==> src/rtl/regfile_sb_pkg.sv <==
// regfile_sb_pkg: shared constants and types for the scoreboarded register file.
//   DEF_DATA_W / DEF_ADDR_W / DEF_NREAD : default geometry
//   nreg()                              : register count for an address width
//   reg_addr_t / reg_data_t             : default-width address and data types
package regfile_sb_pkg;

    localparam int DEF_DATA_W = 32;
    localparam int DEF_ADDR_W = 5;
    localparam int DEF_NREAD  = 2;

    typedef logic [DEF_ADDR_W-1:0] reg_addr_t;
    typedef logic [DEF_DATA_W-1:0] reg_data_t;

    function automatic int nreg(input int addr_w);
        return 1 << addr_w;
    endfunction

endpackage

==> src/rtl/regfile_sb_if.sv <==
// regfile_sb_if: decode-stage bus between issue/decode logic and regfile_sb.
//   master : drives read addresses, write-back and reserve requests
//   slave  : the register file, returns read data, busy flags and busy_vec
// Signals:
//   ra[NREAD*ADDR_W]  rd[NREAD*DATA_W]  rbusy[NREAD]
//   we, wa, wd        write-back port
//   res_en, res_a     reserve port
//   busy_vec[NREG]    registered busy bit per register
interface regfile_sb_if
    import regfile_sb_pkg::*;
#(
    parameter int DATA_W = DEF_DATA_W,
    parameter int ADDR_W = DEF_ADDR_W,
    parameter int NREAD  = DEF_NREAD
) ();

    localparam int NREG = nreg(ADDR_W);

    logic [NREAD*ADDR_W-1:0] ra;
    logic [NREAD*DATA_W-1:0] rd;
    logic [NREAD-1:0]        rbusy;
    logic                    we;
    logic [ADDR_W-1:0]       wa;
    logic [DATA_W-1:0]       wd;
    logic                    res_en;
    logic [ADDR_W-1:0]       res_a;
    logic [NREG-1:0]         busy_vec;

    modport master (
        output ra, we, wa, wd, res_en, res_a,
        input  rd, rbusy, busy_vec
    );

    modport slave (
        input  ra, we, wa, wd, res_en, res_a,
        output rd, rbusy, busy_vec
    );

endinterface

==> src/rtl/rf_scoreboard.sv <==
// rf_scoreboard: one pending bit per architectural register.
//   clk, reset        : clock, synchronous active-high clear
//   we, wa            : write-back clears busy[wa]
//   res_en, res_a     : reserve sets busy[res_a]
//   busy_vec[NREG]    : registered busy bits
// When ZERO_REG is nonzero, register 0 is never marked busy.
module rf_scoreboard
    import regfile_sb_pkg::*;
#(
    parameter int ADDR_W   = DEF_ADDR_W,
    parameter int ZERO_REG = 1
) (
    input  logic                    clk,
    input  logic                    reset,
    input  logic                    we,
    input  logic [ADDR_W-1:0]       wa,
    input  logic                    res_en,
    input  logic [ADDR_W-1:0]       res_a,
    output logic [nreg(ADDR_W)-1:0] busy_vec
);

    localparam int NREG    = nreg(ADDR_W);
    localparam bit ZERO_EN = (ZERO_REG != 0);

    logic [NREG-1:0] busy_reg;
    logic            clr_ok;
    logic            set_ok;

    assign clr_ok = we     && !(ZERO_EN && (wa    == '0));
    assign set_ok = res_en && !(ZERO_EN && (res_a == '0));

    // The reserve update is issued after the clear so that, on a
    // same-address collision, the newer producer's reservation survives.
    always_ff @(posedge clk) begin
        if (reset) begin
            busy_reg <= '0;
        end else begin
            if (clr_ok) begin
                busy_reg[wa] <= 1'b0;
            end
            if (set_ok) begin
                busy_reg[res_a] <= 1'b1;
            end
        end
    end

    assign busy_vec = busy_reg;

endmodule

==> src/rtl/regfile_sb.sv <==
// regfile_sb: NREAD-port register file with integrated scoreboard.
//   clk, reset : clock, synchronous active-high clear of data and busy bits
//   bus        : regfile_sb_if.slave (read ports, write-back, reserve, busy_vec)
// Reads are combinational from registered state. Optional macro
// REGFILE_SB_BYPASS_EN forwards a same-cycle write-back (wd, not busy) to any
// read port addressing the written register.
module regfile_sb
    import regfile_sb_pkg::*;
#(
    parameter int DATA_W   = DEF_DATA_W,
    parameter int ADDR_W   = DEF_ADDR_W,
    parameter int NREAD    = DEF_NREAD,
    parameter int ZERO_REG = 1
) (
    input logic        clk,
    input logic        reset,
    regfile_sb_if.slave bus
);

    localparam int NREG    = nreg(ADDR_W);
    localparam bit ZERO_EN = (ZERO_REG != 0);

    logic [DATA_W-1:0] mem_reg [NREG];
    logic [NREG-1:0]   busy;
    logic              wr_ok;

    wire [NREAD*DATA_W-1:0] rd_flat;
    wire [NREAD-1:0]        rbusy_flat;

    assign wr_ok = bus.we && !(ZERO_EN && (bus.wa == '0));

    always_ff @(posedge clk) begin
        if (reset) begin
            for (int i = 0; i < NREG; i++) begin
                mem_reg[i] <= '0;
            end
        end else if (wr_ok) begin
            mem_reg[bus.wa] <= bus.wd;
        end
    end

    rf_scoreboard #(
        .ADDR_W   (ADDR_W),
        .ZERO_REG (ZERO_REG)
    ) u_scoreboard (
        .clk      (clk),
        .reset    (reset),
        .we       (bus.we),
        .wa       (bus.wa),
        .res_en   (bus.res_en),
        .res_a    (bus.res_a),
        .busy_vec (busy)
    );

    genvar gi;
    generate
        for (gi = 0; gi < NREAD; gi++) begin : g_port
            logic [ADDR_W-1:0] addr;
            logic              zero;
            logic [DATA_W-1:0] port_rd;
            logic              port_busy;

            assign addr = bus.ra[gi*ADDR_W +: ADDR_W];
            assign zero = ZERO_EN && (addr == '0);

            always_comb begin
                port_rd   = mem_reg[addr];
                port_busy = busy[addr];
`ifdef REGFILE_SB_BYPASS_EN
                // A same-cycle reserve is not forwarded: it only shows up
                // in rbusy once it has been registered.
                if (bus.we && (bus.wa == addr)) begin
                    port_rd   = bus.wd;
                    port_busy = 1'b0;
                end
`endif
                if (zero) begin
                    port_rd   = '0;
                    port_busy = 1'b0;
                end
            end

            assign rd_flat[gi*DATA_W +: DATA_W] = port_rd;
            assign rbusy_flat[gi]               = port_busy;
        end
    endgenerate

    assign bus.rd       = rd_flat;
    assign bus.rbusy    = rbusy_flat;
    assign bus.busy_vec = busy;

endmodule

==> src/flat_wrapper.sv <==
// flat-port wrapper written by rule: the top's interface ports become plain ports
module regfile_sb_flat import regfile_sb_pkg::*;
#(
    parameter int DATA_W   = DEF_DATA_W,
    parameter int ADDR_W   = DEF_ADDR_W,
    parameter int NREAD    = DEF_NREAD,
    parameter int ZERO_REG = 1
)
  (clk, reset, bus_ra, bus_we, bus_wa, bus_wd, bus_res_en, bus_res_a, bus_rd, bus_rbusy, bus_busy_vec);
  regfile_sb_if #(.DATA_W(DATA_W), .ADDR_W(ADDR_W), .NREAD(NREAD)) bus_i ();
  input logic clk;
  input logic reset;
  input wire logic [$bits(bus_i.ra)-1:0] bus_ra;
  input wire logic [$bits(bus_i.we)-1:0] bus_we;
  input wire logic [$bits(bus_i.wa)-1:0] bus_wa;
  input wire logic [$bits(bus_i.wd)-1:0] bus_wd;
  input wire logic [$bits(bus_i.res_en)-1:0] bus_res_en;
  input wire logic [$bits(bus_i.res_a)-1:0] bus_res_a;
  output wire logic [$bits(bus_i.rd)-1:0] bus_rd;
  output wire logic [$bits(bus_i.rbusy)-1:0] bus_rbusy;
  output wire logic [$bits(bus_i.busy_vec)-1:0] bus_busy_vec;
  assign bus_i.ra = bus_ra;
  assign bus_i.we = bus_we;
  assign bus_i.wa = bus_wa;
  assign bus_i.wd = bus_wd;
  assign bus_i.res_en = bus_res_en;
  assign bus_i.res_a = bus_res_a;
  assign bus_rd = bus_i.rd;
  assign bus_rbusy = bus_i.rbusy;
  assign bus_busy_vec = bus_i.busy_vec;
  regfile_sb #(.DATA_W(DATA_W), .ADDR_W(ADDR_W), .NREAD(NREAD), .ZERO_REG(ZERO_REG)) u_core (.clk(clk), .reset(reset), .bus(bus_i));
endmodule
==> config.mk <==
export PLATFORM = sky130hd
export DESIGN_NAME = regfile_sb_flat
export DESIGN_NICKNAME = d
export VERILOG_FILES = /design/src/rtl/regfile_sb_pkg.sv /design/src/rtl/regfile_sb_if.sv /design/src/rtl/rf_scoreboard.sv /design/src/rtl/regfile_sb.sv /design/src/flat_wrapper.sv
export SDC_FILE = /design/constraint.sdc
export NUM_CORES = 2
export LEC_CHECK = 0
export ABC_AREA = 1
export ABC_CLOCK_PERIOD_IN_PS = 2500
export BUFFER_PORTS_ARGS = -buffer_cell sky130_fd_sc_hd__buf_2
export CAP_MARGIN = 20
export CORE_ASPECT_RATIO = 1.75
export CORE_MARGIN = 3
export CORE_UTILIZATION = 30
export DETAILED_ROUTE_END_ITERATION = 6
export REMOVE_ABC_BUFFERS = 1
export SLEW_MARGIN = 20
export SYNTH_ARGS = -nofsm -noshare
export SYNTH_HDL_FRONTEND = slang
export SYNTH_SLANG_ARGS = --single-unit
==> constraint.sdc <==
create_clock -name clk -period 2.5 [get_ports clk]
set_input_delay 0.5 -clock clk [delete_from_list [all_inputs] [get_ports clk]]
set_output_delay 0.5 -clock clk [all_outputs]
set_load 0.01 [all_outputs]
==> impl_metrics.yaml <==
status:
  outcome: "finished, violations left"
  violations: "design-rule violations, negative setup slack"
sta:
  tightestPinTransition_ns: 1.01
  setup_violations: 65
  drv_slew: 0
  slew_headroom: 0.330
  fin_worst_skew_ns: 0
  fin_ws_ns: -0.200
  hold_viol: 0
  fin_crit_sh: 1.08
  holdWs_ns: 0.0904
  fmax_mhz: 370
  rsz0062_at_grt: "yes"
  period_minus_slack_ns: 2.70
critical_path:
  cp-start-kind: "input port"
  critPathMaxStageDelay_ns: 0.18
  crit_arrival_ns: 2.20
  critPathMaxFanout: 10
  crit_required_ns: 2.00
  end_kind: "output pin"
  crit_slowest_cell: "buf_12"
  worst-r2r-setup-slack_ns: 1.68
  crit_type: "in2out"
  reg2reg_depth: 2
  worstReg2RegEnd: "u_core.u_scoreboard.busy_vec[5]"
  worstPathCellList: "buf_16, buf_12, clkbuf_16, buf_12, buf_12, nand2_1, nand3_2, nand3_2, nand2_1, nand2_1, nand3_1, nand2_2, nor2_4, buf_6"
  reg2reg_from: "u_core.u_scoreboard.busy_vec[5]"
route:
  ant_nets: 0
  drtPass1Iterations: 7
  routed_wl_um: 281000
  vias: 59700
  wl_per_cell_um: 26.7
  drc: 2
  first_iter_violations: 8264
  vias_per_cell: 5.67
final_layout:
  syn2layout_area_growth_pct: 29.9
  drive_gt1_frac: 0.204
  fin_nets: 7906
  stdcell_count: 10500
  largest_register_ffs: 1024
  multi_input_area_um2: 26200
  regArea_um2: 31400
  fillers: 19000
worst_hold_path:
  hp-class: "in2reg"
  min_from: "bus_res_a[1]"
  worst_hold_path.endpoint: "u_core.u_scoreboard.busy_vec[3]"
  min_path_cells: 3
flow_run:
  drv_cap: 0
die:
  dieArea_um2: 199000
  initial_core_util: 0.302
  core_um2: 192000
  io-pin-count: 154
  fp.dieH_um: 588
  die_w_um: 339
  rows: 213
clocking:
  clock_latency_ns: 0.73
  ctsRootBufferMaster: "clkbuf_16"
  clockBufferDepth: 3
  path_clk_slew_ns: 0.07
  cts_tree: "yes"
  cts_sinks: 1056
  cts_buffers: 98
  h-tree-depth: 3
global_routing:
  antenna_found_initial: 12
  grt_usage: 0.265
  grt_max_degree: 49
  grt_pass1_vias: 57000
  grt_first_pass_wirelength_um: 389000
  globalRouteOverflowTotal: 0
synthesis:
  avgSynthCellArea_um2: 7.72
  seq_area_frac_synth: 0.540
  synth_top_area_share: 0.529
  syn_area_um2: 58100
  yosys.area.top_type: "edfxtp_1"
  synth_most_common_cell: "nand2_1"
  synth-edff-count: 1024
  ys_warn_count: 0
  ys_ff_latch: 1056
  synth_area_leaders: "edfxtp_1 53%, nand2_1 17%, nand3_1 12%"
  synthTopCellsByCount: "2627 x nand2_1, 1447 x nand3_1, 1305 x nor2_1"
  synthCells: 7530
  ys.flop_type: "edfxtp_1"
  synth.distinct_cells: 23
  ys_async_sr_fraction: 0
pwr:
  peakVddDrop_uv: 474
  p_leak_uw: 0.0315
  pwr_density_cell_nw_per_um2: 601
placed_design:
  routabilityCongestion: 0.927
  io_buffers: 153
  dp_hpwl_um: 169000
  place_inst: 10200
[cell type report]
| class | count | area share |
|---|---|---|
| multi-input combinational | 5737 | 0.347 |
| clock buffer | 113 | 0.0349 |
| inverter | 111 | 0.00665 |
| antenna | 9 | 0.000298 |
| sequential | 1056 | 0.416 |
| clock inverter | 64 | 0.00878 |
| tap | 2580 | 0.0428 |
| timing repair inverter | 2 | 0.000331 |
| timing repair buffer | 844 | 0.143 |
[worst max-delay path, delay by kind of cell]
kind / cells / cell delay (ns)
buffers and inverters: 6 / 0.86
AND/OR/NAND/NOR: 8 / 0.79
[through the flow]
step                      power, µW  instance area, µm²  setup TNS, ns  setup WS (ns)   util
after global routing          46600               75500         -10.19         -0.237  0.392
after global placement        28100               66800         -11.07         -0.397  0.347
after CTS                     44600               72300          -4.85         -0.142  0.376
after detailed placement      28200               66800         -11.42         -0.336  0.347
final                         45400               75500          -6.36         -0.200  0.392
after floorplan               24500               55600       -1461.23          -9.39      -
[logic make-up (layout without fill, tap and decap cells)]
| family | count (synthesis) | count (layout) | synth area share |
|---|---|---|---|
| simple gates | 5404 | 5404 | 0.382 |
| compound gates | 301 | 301 | 0.0260 |
| flops | 1056 | 1056 | 0.540 |
| buf+inv | 768 | 1134 | 0.0522 |
| other cells | 1 | 41 | 0.0000645 |
[per-layer routing]
| metal | track usage | vias up | routed length (µm) |
|---|---|---|---|
| met5 | 0 | - | 201 |
| met4 | 0.230 | 6 | 29600 |
| li1 | - | 25500 | - |
| met1 | 0.293 | 28200 | 91400 |
| met2 | 0.432 | 4533 | 129000 |
| met3 | 0.0564 | 1409 | 31000 |
[placed cells by master, fill, tap and decap left out, types with 5 or more instances in the layout]
cell type  netlist  routed
diode_2          0       9
dfxtp_2          0       7
buf_2          113     108
clkinv_4         0       5
a21oi_2          0      12
o21ai_2          0       5
buf_6            0      85
nor2_1        1305    1185
nor2_4           1      44
conb_1           1      32
dfxtp_1         32      25
nand3_1       1447    1230
clkinv_1         4      14
nand2_1       2627    2402
inv_1           98      97
buf_8            0      27
nand2_4          0      27
buf_16           0      50
buf_4            3     336
o21ai_1          5      45
inv_6            0       7
nor2_2           0      77
clkinv_2         0      22
nor3_1           8       7
nand2_2          0     198
edfxtp_1      1024    1024
nand3_2          9     223
inv_2            9       8
clkbuf_1       458       9
a21oi_1        117     105
buf_12           0     198
clkbuf_16        0     140
o21ai_0        176     131
bufinv_16        0      12
[power breakdown]
part	internal [µW]	switching [µW]
Sequential	20400	573
Combinational	3020	5320
Clock	8820	7300
[what timing repair did]
action / in CTS / in global routing
hold buffers: 0 / 0
resized for setup: 334 / 572
setup endpoints to repair: 65 / 66
pin swaps: 82 / 301
setup buffers: 27 / 39
gates cloned: 27 / 39
[worst max-delay path by stage]
stage	start	end	slack (ns)	cells past startpoint
final	bus_ra[5]	bus_rd[50]	-0.20	14
after global routing	bus_ra[0]	bus_rd[5]	-0.24	15
after CTS	bus_ra[5]	bus_rd[60]	-0.14	14
after detailed placement	bus_ra[0]	bus_rd[29]	-0.34	13
after global placement	bus_ra[5]	bus_rd[54]	-0.40	12
after floorplan	bus_ra[0]	bus_rbusy[0]	-9.39	4
(Power assumes the default switching activity.)
